<file path="src/rtl/regfile_scoreboard.sv">
// Register file with two bypassed combinational read ports, one write port, and a
// per-register count of in-flight writes so decode can detect hazards directly.
module regfile_scoreboard #(
    parameter int DATA_W      = 32,
    parameter int ADDR_W      = 4,
    parameter int NUM_REGS    = 15,
    parameter int CNT_W       = 2,
    parameter int RESET_INDEX = 1
) (
    input  logic              clk,
    input  logic              rst,
    input  logic [ADDR_W-1:0] rd_addr1,
    input  logic [ADDR_W-1:0] rd_addr2,
    output logic [DATA_W-1:0] rd_data1,
    output logic [DATA_W-1:0] rd_data2,
    output logic              hazard1,
    output logic              hazard2,
    input  logic              wb_en,
    input  logic [ADDR_W-1:0] wb_addr,
    input  logic [DATA_W-1:0] wb_data,
    input  logic              iss_en,
    input  logic [ADDR_W-1:0] iss_dest,
    output logic              iss_full,
    output logic              err_underflow
);

    localparam logic [CNT_W-1:0] CNT_MAX = {CNT_W{1'b1}};
    localparam logic [CNT_W-1:0] CNT_ONE = CNT_W'(1);

    logic [DATA_W-1:0]   regs_q [NUM_REGS];
    logic [CNT_W-1:0]    cnt_q  [NUM_REGS];
    logic [CNT_W-1:0]    cnt_d  [NUM_REGS];
    logic                err_q;

    logic [NUM_REGS-1:0] wb_hit;
    logic [NUM_REGS-1:0] iss_hit;
    logic [NUM_REGS-1:0] rd1_hit;
    logic [NUM_REGS-1:0] rd2_hit;
    logic [NUM_REGS-1:0] full_vec;
    logic [NUM_REGS-1:0] hz1_vec;
    logic [NUM_REGS-1:0] hz2_vec;
    logic [NUM_REGS-1:0] uf_vec;

    // Address decode against implemented registers only; an address that matches
    // no slice is out of range and therefore touches nothing.
    genvar gi;
    generate
        for (gi = 0; gi < NUM_REGS; gi++) begin : g_reg
            localparam logic [ADDR_W-1:0] IDX = ADDR_W'(gi);
            logic inc;
            logic dec;

            assign wb_hit[gi]   = wb_en  && (wb_addr  == IDX);
            assign iss_hit[gi]  = iss_en && (iss_dest == IDX);
            assign rd1_hit[gi]  = (rd_addr1 == IDX);
            assign rd2_hit[gi]  = (rd_addr2 == IDX);
            assign full_vec[gi] = iss_hit[gi] && (cnt_q[gi] == CNT_MAX);
            assign uf_vec[gi]   = wb_hit[gi] && (cnt_q[gi] == '0);

            // Count of one plus a retiring writeback means the bypass carries the final value.
            assign hz1_vec[gi] = rd1_hit[gi] && (cnt_q[gi] != '0)
                                 && !((cnt_q[gi] == CNT_ONE) && wb_hit[gi]);
            assign hz2_vec[gi] = rd2_hit[gi] && (cnt_q[gi] != '0)
                                 && !((cnt_q[gi] == CNT_ONE) && wb_hit[gi]);

            assign inc = iss_hit[gi] && !iss_full;
            assign dec = wb_hit[gi] && (cnt_q[gi] != '0);
            assign cnt_d[gi] = (inc && !dec) ? cnt_q[gi] + CNT_ONE :
                               (dec && !inc) ? cnt_q[gi] - CNT_ONE : cnt_q[gi];
        end
    endgenerate

    assign iss_full      = |full_vec;
    assign hazard1       = |hz1_vec;
    assign hazard2       = |hz2_vec;
    assign err_underflow = err_q;

    always_comb begin
        rd_data1 = '0;
        rd_data2 = '0;
        for (int r = 0; r < NUM_REGS; r++) begin
            if (rd1_hit[r]) rd_data1 = wb_hit[r] ? wb_data : regs_q[r];
            if (rd2_hit[r]) rd_data2 = wb_hit[r] ? wb_data : regs_q[r];
        end
    end

    always_ff @(posedge clk or posedge rst) begin
        if (rst) begin
            for (int r = 0; r < NUM_REGS; r++) begin
                regs_q[r] <= (RESET_INDEX != 0) ? DATA_W'(r) : '0;
                cnt_q[r]  <= '0;
            end
            err_q <= 1'b0;
        end else begin
            for (int r = 0; r < NUM_REGS; r++) begin
                if (wb_hit[r]) regs_q[r] <= wb_data;
                cnt_q[r] <= cnt_d[r];
            end
            err_q <= err_q | (|uf_vec);
        end
    end

endmodule

</file>
<file path="config.mk">
export PLATFORM = sky130hd
export DESIGN_NAME = regfile_scoreboard
export DESIGN_NICKNAME = d
export VERILOG_FILES = /design/src/rtl/regfile_scoreboard.sv
export SDC_FILE = /design/constraint.sdc
export NUM_CORES = 1
export LEC_CHECK = 0
export ABC_CLOCK_PERIOD_IN_PS = 16970
export BUFFER_PORTS_ARGS = -buffer_cell sky130_fd_sc_hd__buf_2
export CELL_PAD_IN_SITES_DETAIL_PLACEMENT = 0
export CELL_PAD_IN_SITES_GLOBAL_PLACEMENT = 2
export CORE_ASPECT_RATIO = 1.4
export CORE_MARGIN = 2
export CORE_UTILIZATION = 40
export DETAILED_ROUTE_END_ITERATION = 6
export PLACE_DENSITY = 0.79
export SLEW_MARGIN = 20
export SYNTH_ARGS = -nofsm -noshare
export SYNTH_HDL_FRONTEND = slang
export SYNTH_SLANG_ARGS = --single-unit
export TNS_END_PERCENT = 5
</file>
<file path="constraint.sdc">
create_clock -name clk -period 16.97 [get_ports clk]
set_input_delay 0.8485 -clock clk [delete_from_list [all_inputs] [get_ports clk]]
set_output_delay 0.8485 -clock clk [all_outputs]
set_load 0.005 [all_outputs]
</file>
==> results of run 1 <==
==> metal layers <==
layer	routed length (µm)	vias up	share of wire	track usage
met4	11370	4	0.085	0.2654
li1	-	11350	-	-
met3	10710	485	0.080	0.06915
met1	48670	13520	0.36	0.4093
met2	63100	1611	0.47	0.5853
met5	22	-	0.00016	0
==> cell usage in the layout (no fill, tap or decap), types with 62 or more instances in the layout <==
cell,instances
a2111oi_0,62
a21oi_1,358
buf_2,119
buf_4,80
dfrtp_1,483
inv_1,235
mux2_2,126
mux2i_1,202
nand2_1,277
nand3_1,208
o21ai_0,215
o22ai_1,94
==> power groups by stage <==
| stage | clock (mW) | sequential (mW) | combinational [mW] |
|---|---|---|---|
| global placement | 0 | 1.62 | 0.978 |
| floorplan | 0 | 1.61 | 0.659 |
| CTS | 1.32 | 1.62 | 1.01 |
| finish | 1.31 | 1.62 | 1.03 |
| global route | 1.37 | 1.64 | 1.11 |
| detailed placement | 0 | 1.64 | 1.01 |
==> final cells by class <==
cell class,instances,share of cell area
diodes,4,0.0003108
clock inverters,19,0.008002
flip-flops and latches,511,0.3981
clock buffers,86,0.05135
well taps,944,0.03667
inverters,237,0.02785
repair buffers,200,0.03776
multi-input cells,2115,0.4400
==> path summary, 6_finish.rpt <==
path	slack (ns)	endpoint
max	11.21	rd_data2[31]
min in group clk	0.50	regs_q[6]$_DFF_PP0_
min reg2reg	0.50	regs_q[6]$_DFF_PP0_
max in group asynchronous	14.40	regs_q[372]$_DFF_PP0_
max reg2reg	14.12	cnt_q[21]$_DFFE_PP0P_
min	0.35	regs_q[71]$_DFF_PP0_
==> state kept, by name, summed over array words and instances (netlist names) <==
name           flops
cnt_q             30
err_underflow      1
regs_q           480
==> stage by stage <==
step | total power [mW] | cell area [µm²] | util | cells | hold slack (ns)
4_1_cts | 3.947 | 32190 | 0.4517 | 4112 | 0.4014
3_5_place_dp | 2.642 | 30280 | 0.4248 | 4007 | 0.4843
6_report | 3.950 | 32210 | 0.4520 | 4116 | 0.3451
5_1_grt | 4.127 | 32200 | 0.4518 | 4112 | 0.4322
2_1_floorplan | 2.271 | 28730 | - | 3112 | 0.4572
3_3_place_gp | 2.601 | 30280 | 0.4248 | 4007 | 0.4757
==> worst max-delay path, stage by stage <==
cell,delay (ns)
buf_2,0.14
nand3b_2,0.64
nor2_4,0.79
buf_4,0.47
mux2_2,0.41
a21oi_1,0.14
o211ai_1,0.10
a221oi_1,0.96
o22ai_1,0.21
buf_2,0.18
==> kinds of logic after synthesis <==
logic type,count (synthesis),share of synthesized area
xor gates and xnor gates,30,0.009145
adders and majority gates,60,0.02613
and+or+nand+nor,665,0.1073
buffers and inverters,486,0.06636
DFF,511,0.4462
muxes,331,0.1211
AOI/OAI and AO/OA,1029,0.2237
==> results_dict.tcl, run 1 <==
set metrics [dict create \
    p_per_area_nw_per_um2 122.6 \
    seq_area_frac_synth 0.4462 \
    cp_max_fo 16 \
    grt_overflow 0 \
    drc 4 \
    ctsRootBufferMaster "clkbuf_16" \
    synth-seq-cells 511 \
    p_clk_frac 0.331 \
    cts_hold_buffers 0 \
    cts_tree "done" \
    setup_tns_ns 0 \
    p_sw_mw 1.342 \
    ios 120 \
    drt-pass1-iter-count 7 \
    p_seq_frac 0.410 \
    grt_util_all_layers 0.3552 \
    critPathLaunchType "primary input" \
    port_buffers 119 \
    synth.distinct_cells 78 \
    vias_per_cell 6.553 \
    hp-class "in2async" \
    power_leakage_nw 14.83 \
    crit_type "in2out" \
    syn_to_final_growth_pct 12.10 \
    clock_path_buffers 3 \
    syn_inst 3112 \
    slew_violations 0 \
    drv_cap 0 \
    antenna_found_initial 5 \
    syn_area_um2 28730 \
    setup_violations 0 \
    seq_area_um2 12820 \
    r2r-start "cnt_q[14]$_DFFE_PP0P_" \
    synth_commonest_cells "dfrtp_1, a21oi_1, nand2_1" \
    yosysWarnings 0 \
    synthTopCellsByArea "dfrtp_1, mux2i_1, a21oi_1, mux2_2, o21ai_0" \
    startpoint "wb_addr[2]" \
    numCtsBuffers 56 \
    crit_required_ns 16.12 \
    post_drt_wl_per_cell_um 32.52 \
    synth_edf_count 0 \
    cts_sinks 511 \
    rows 116 \
    post-route-period-util 0.3392 \
    hold_viol_final 0 \
    synth-async-reset-ratio 1.000 \
    synth-main-ff-cell "dfrtp_1" \
    p_comb_frac 0.260 \
    multi_input_area_um2 14170 \
    worstRegToRegCells 11 \
    clk_pin_slew_worst_paths_ns 0.06 \
    internal_power_mw 2.608 \
    min_period_ns 5.757 \
    timing.final.ws_setup_ns 11.21 \
    core_um2 71260 \
    sw_frac_of_total 0.3398 \
    yosys.area.top_type "dfrtp_1" \
    drtAntennaViolNets 0 \
    ctsResizeCount 0 \
    synth_top_area_share 0.4206 \
    grt_pass1_wl_um 191500 \
    fillers 6919 \
    die_area_um2 74020 \
    rsz0062_at_grt "false" \
    synth.most_common_cell "dfrtp_1" \
    drive_above_1_share 0.1600 \
    htreeDepth 2 \
    die_x_um 230.5 \
    fin_skew_ns 0.01079 \
    drt_iter0_markers 3040 \
    nNetsFinal 3233 \
    first_global_vias 27260 \
    post-cts-setup-buffers 0 \
    violations "DRC" \
    end_kind "primary output" \
    avgSynthCellArea_um2 9.233 \
    worst_pin_slew_ns 1.190 \
    worstSkewPairLatency_ns 0.65 \
    die_h_um 321.1 \
    dr_total_vias 26970 \
    start_util 0.4032 \
    max_clock_freq_mhz 173.7 \
    crit_arrival_ns 4.91 \
    grt_max_degree 158 \
    dp_hpwl_um 82820 \
    gp_congestion 0.9960 \
    status "finished, violations left" \
    wl_um 133900 \
    place_ws_ns 11.33 \
    syn_nets 3224 \
    max-vdd-ir-drop_uv 83.25 \
    max_slew_margin 0.2023 \
]
Power figures use the tool's default switching activity.
==> run 2, diff against run 1 <==
Settings changed: ABC_CLOCK_PERIOD_IN_PS 16970 to 5300.
Clock period 16.97 ns to 5.3 ns, I/O delays scaled along.
==> run 2 against run 1 <==
Effect of this change:
- the flow now finishes without violations
- hold slack lost 0.30 ns
- final cell count grew 1.0%
- clock power grew to 3.1 times the previous value
- via count grew 0.40%
- power grew to 3.2 times the previous value
- critical endpoint is now rd_data1[10]
==> results_dict.tcl, run 2 (synthesis gave the netlist of run 1 again) <==
set metrics [dict create \
    status "finished clean" \
    dp_cells 4049 \
    end_kind "primary output" \
    setup_violations 0 \
    die_x_um 230.5 \
    ios 120 \
    drive_above_1_share 0.1696 \
    dr_total_vias 27080 \
    p_total_mw 12.60 \
    crit_top_cell "buf_2" \
    clock_path_buffers 3 \
    numCtsBuffers 56 \
    gp_congestion 1.009 \
    slowest_delay_ns 0.95 \
    postLayoutCellArea_um2 32550 \
    max_slew_margin 0.1699 \
    drt_iter0_markers 3191 \
    die_h_um 321.1 \
    cts_sinks 511 \
    rsz0062_at_grt "false" \
    cp_cell_sequence "buf_2, nand3b_2, nor2_4, mux2i_1, o22ai_1, nor4b_1, a32o_1, o211ai_1, buf_2" \
    start_util 0.4032 \
    core_um2 71260 \
    largest_reg_flops 480 \
    ctsResizeCount 0 \
    worst_pin_slew_ns 1.241 \
    worstSkewPairLatency_ns 0.65 \
    antenna_found_initial 8 \
    crit_required_ns 5.04 \
    grt_pass1_wl_um 194700 \
    min_period_ns 4.211 \
    clk_pin_slew_worst_paths_ns 0.06 \
    post-route-period-util 0.7946 \
    grt_overflow 0 \
    power_leakage_nw 15.03 \
    drt-pass1-iter-count 6 \
    top_register "regs_q" \
    stdcell_count 4159 \
    hold_viol_final 0 \
    hp-class "in2reg" \
    die_area_um2 74020 \
    crit_type "in2out" \
    post_drt_wl_per_cell_um 32.78 \
    final_common_cell "dfrtp_1" \
    dp_hpwl_um 89670 \
    crit_arrival_ns 3.95 \
    htreeDepth 2 \
    ctsRootBufferMaster "clkbuf_16" \
    wl_um 136400 \
    syn_to_final_growth_pct 13.28 \
    drc 0 \
    grt_util_all_layers 0.3637 \
    first_global_vias 27060 \
    critPathLaunchType "primary input" \
    nNetsFinal 3277 \
    placed_cell_area_um2 30640 \
    max-vdd-ir-drop_uv 259.2 \
    fillers 6907 \
    port_buffers 119 \
    cts_hold_buffers 1 \
    grt_max_degree 154 \
    drtAntennaViolNets 0 \
    max_clock_freq_mhz 237.5 \
    multi_input_area_um2 14170 \
    finish.utilization 0.4568 \
    cts_tree "done" \
    setup_tns_ns 0 \
    vias_per_cell 6.511 \
    rows 116 \
    cp_slowest_cell "nor4b_1" \
    seq_area_um2 12820 \
    p_per_area_nw_per_um2 387.2 \
    most-common-layout-cells "dfrtp_1, a21oi_1, nand2_1" \
    drv_cap 0 \
    slew_violations 0 \
    fin_skew_ns 0.007716 \
    post-cts-setup-buffers 0 \
    cp_max_fo 15 \
]
[run 2: cell count changes in the layout (fill, tap and decap cells not counted), moves of 2 or more]
cell | before | now
a2111oi_0 | 62 | 59
a2111oi_1 | 2 | 4
buf_12 | 1 | 4
buf_4 | 80 | 119
bufinv_16 | 5 | 2
clkbuf_1 | 16 | 19
clkinv_2 | 8 | 10
diode_2 | 4 | 2
nand2_1 | 277 | 279
nand2_2 | 7 | 5
nor2_1 | 51 | 53
nor2_2 | 13 | 11
[run 2: final timing paths]
check,startpoint,endpoint,slack [ns],depth (start not counted)
min in group asynchronous,rst,regs_q[135]$_DFF_PP0_,0.15,3
max reg2reg,cnt_q[14]$_DFFE_PP0P_,cnt_q[17]$_DFFE_PP0P_,2.40,11
min reg2reg,regs_q[157]$_DFF_PP0_,regs_q[157]$_DFF_PP0_,0.49,2
max in group asynchronous,rst,regs_q[200]$_DFF_PP0_,3.81,4
max,wb_addr[2],rd_data1[10],1.09,9
min,wb_data[13],regs_q[397]$_DFF_PP0_,0.05,3
[run 2: worst max-delay path, delay by kind of cell]
| kind | cells | cell delay [ns] |
|---|---|---|
| mux | 1 | 0.42 |
| simple gates | 3 | 2.29 |
| compound gates | 3 | 0.64 |
| buf+inv | 2 | 0.31 |
[run 2: final cells by class]
cell class                 instances  share of cell area
multi-input combinational       2115              0.4354
sequential                       511              0.3939
clock buffer                      91             0.05235
timing repair buffer             244             0.04936
tap                              944             0.03629
inverter                         237             0.02745
clock inverter                    15            0.005036
antenna                            2           0.0001538
[run 2: per-layer routing]
metal  up-vias  wire [µm]  share of wire  GRT usage
met3       500      10190          0.075    0.06197
met2      1575      64840           0.48     0.5989
met4         2      12630          0.093     0.2814
met5         -         18        0.00013          0
li1      11430          -              -          -
met1     13580      48680           0.36     0.4212
[run 2: through the flow]
step / hold WS (ns) / setup slack [ns]
6_report: 0.04591 / 1.089
5_1_grt: 0.04817 / 1.117
4_1_cts: 0.02423 / 1.405
3_5_place_dp: 0.2979 / 1.426
3_3_place_gp: 0.2871 / 0.9849
2_1_floorplan: 0.3977 / -1.880
[run 2: report_power, final]
group          internal [mW]  switching (mW)
sequential              4.85           0.331
combinational           1.13            2.21
clock                   2.29            1.79
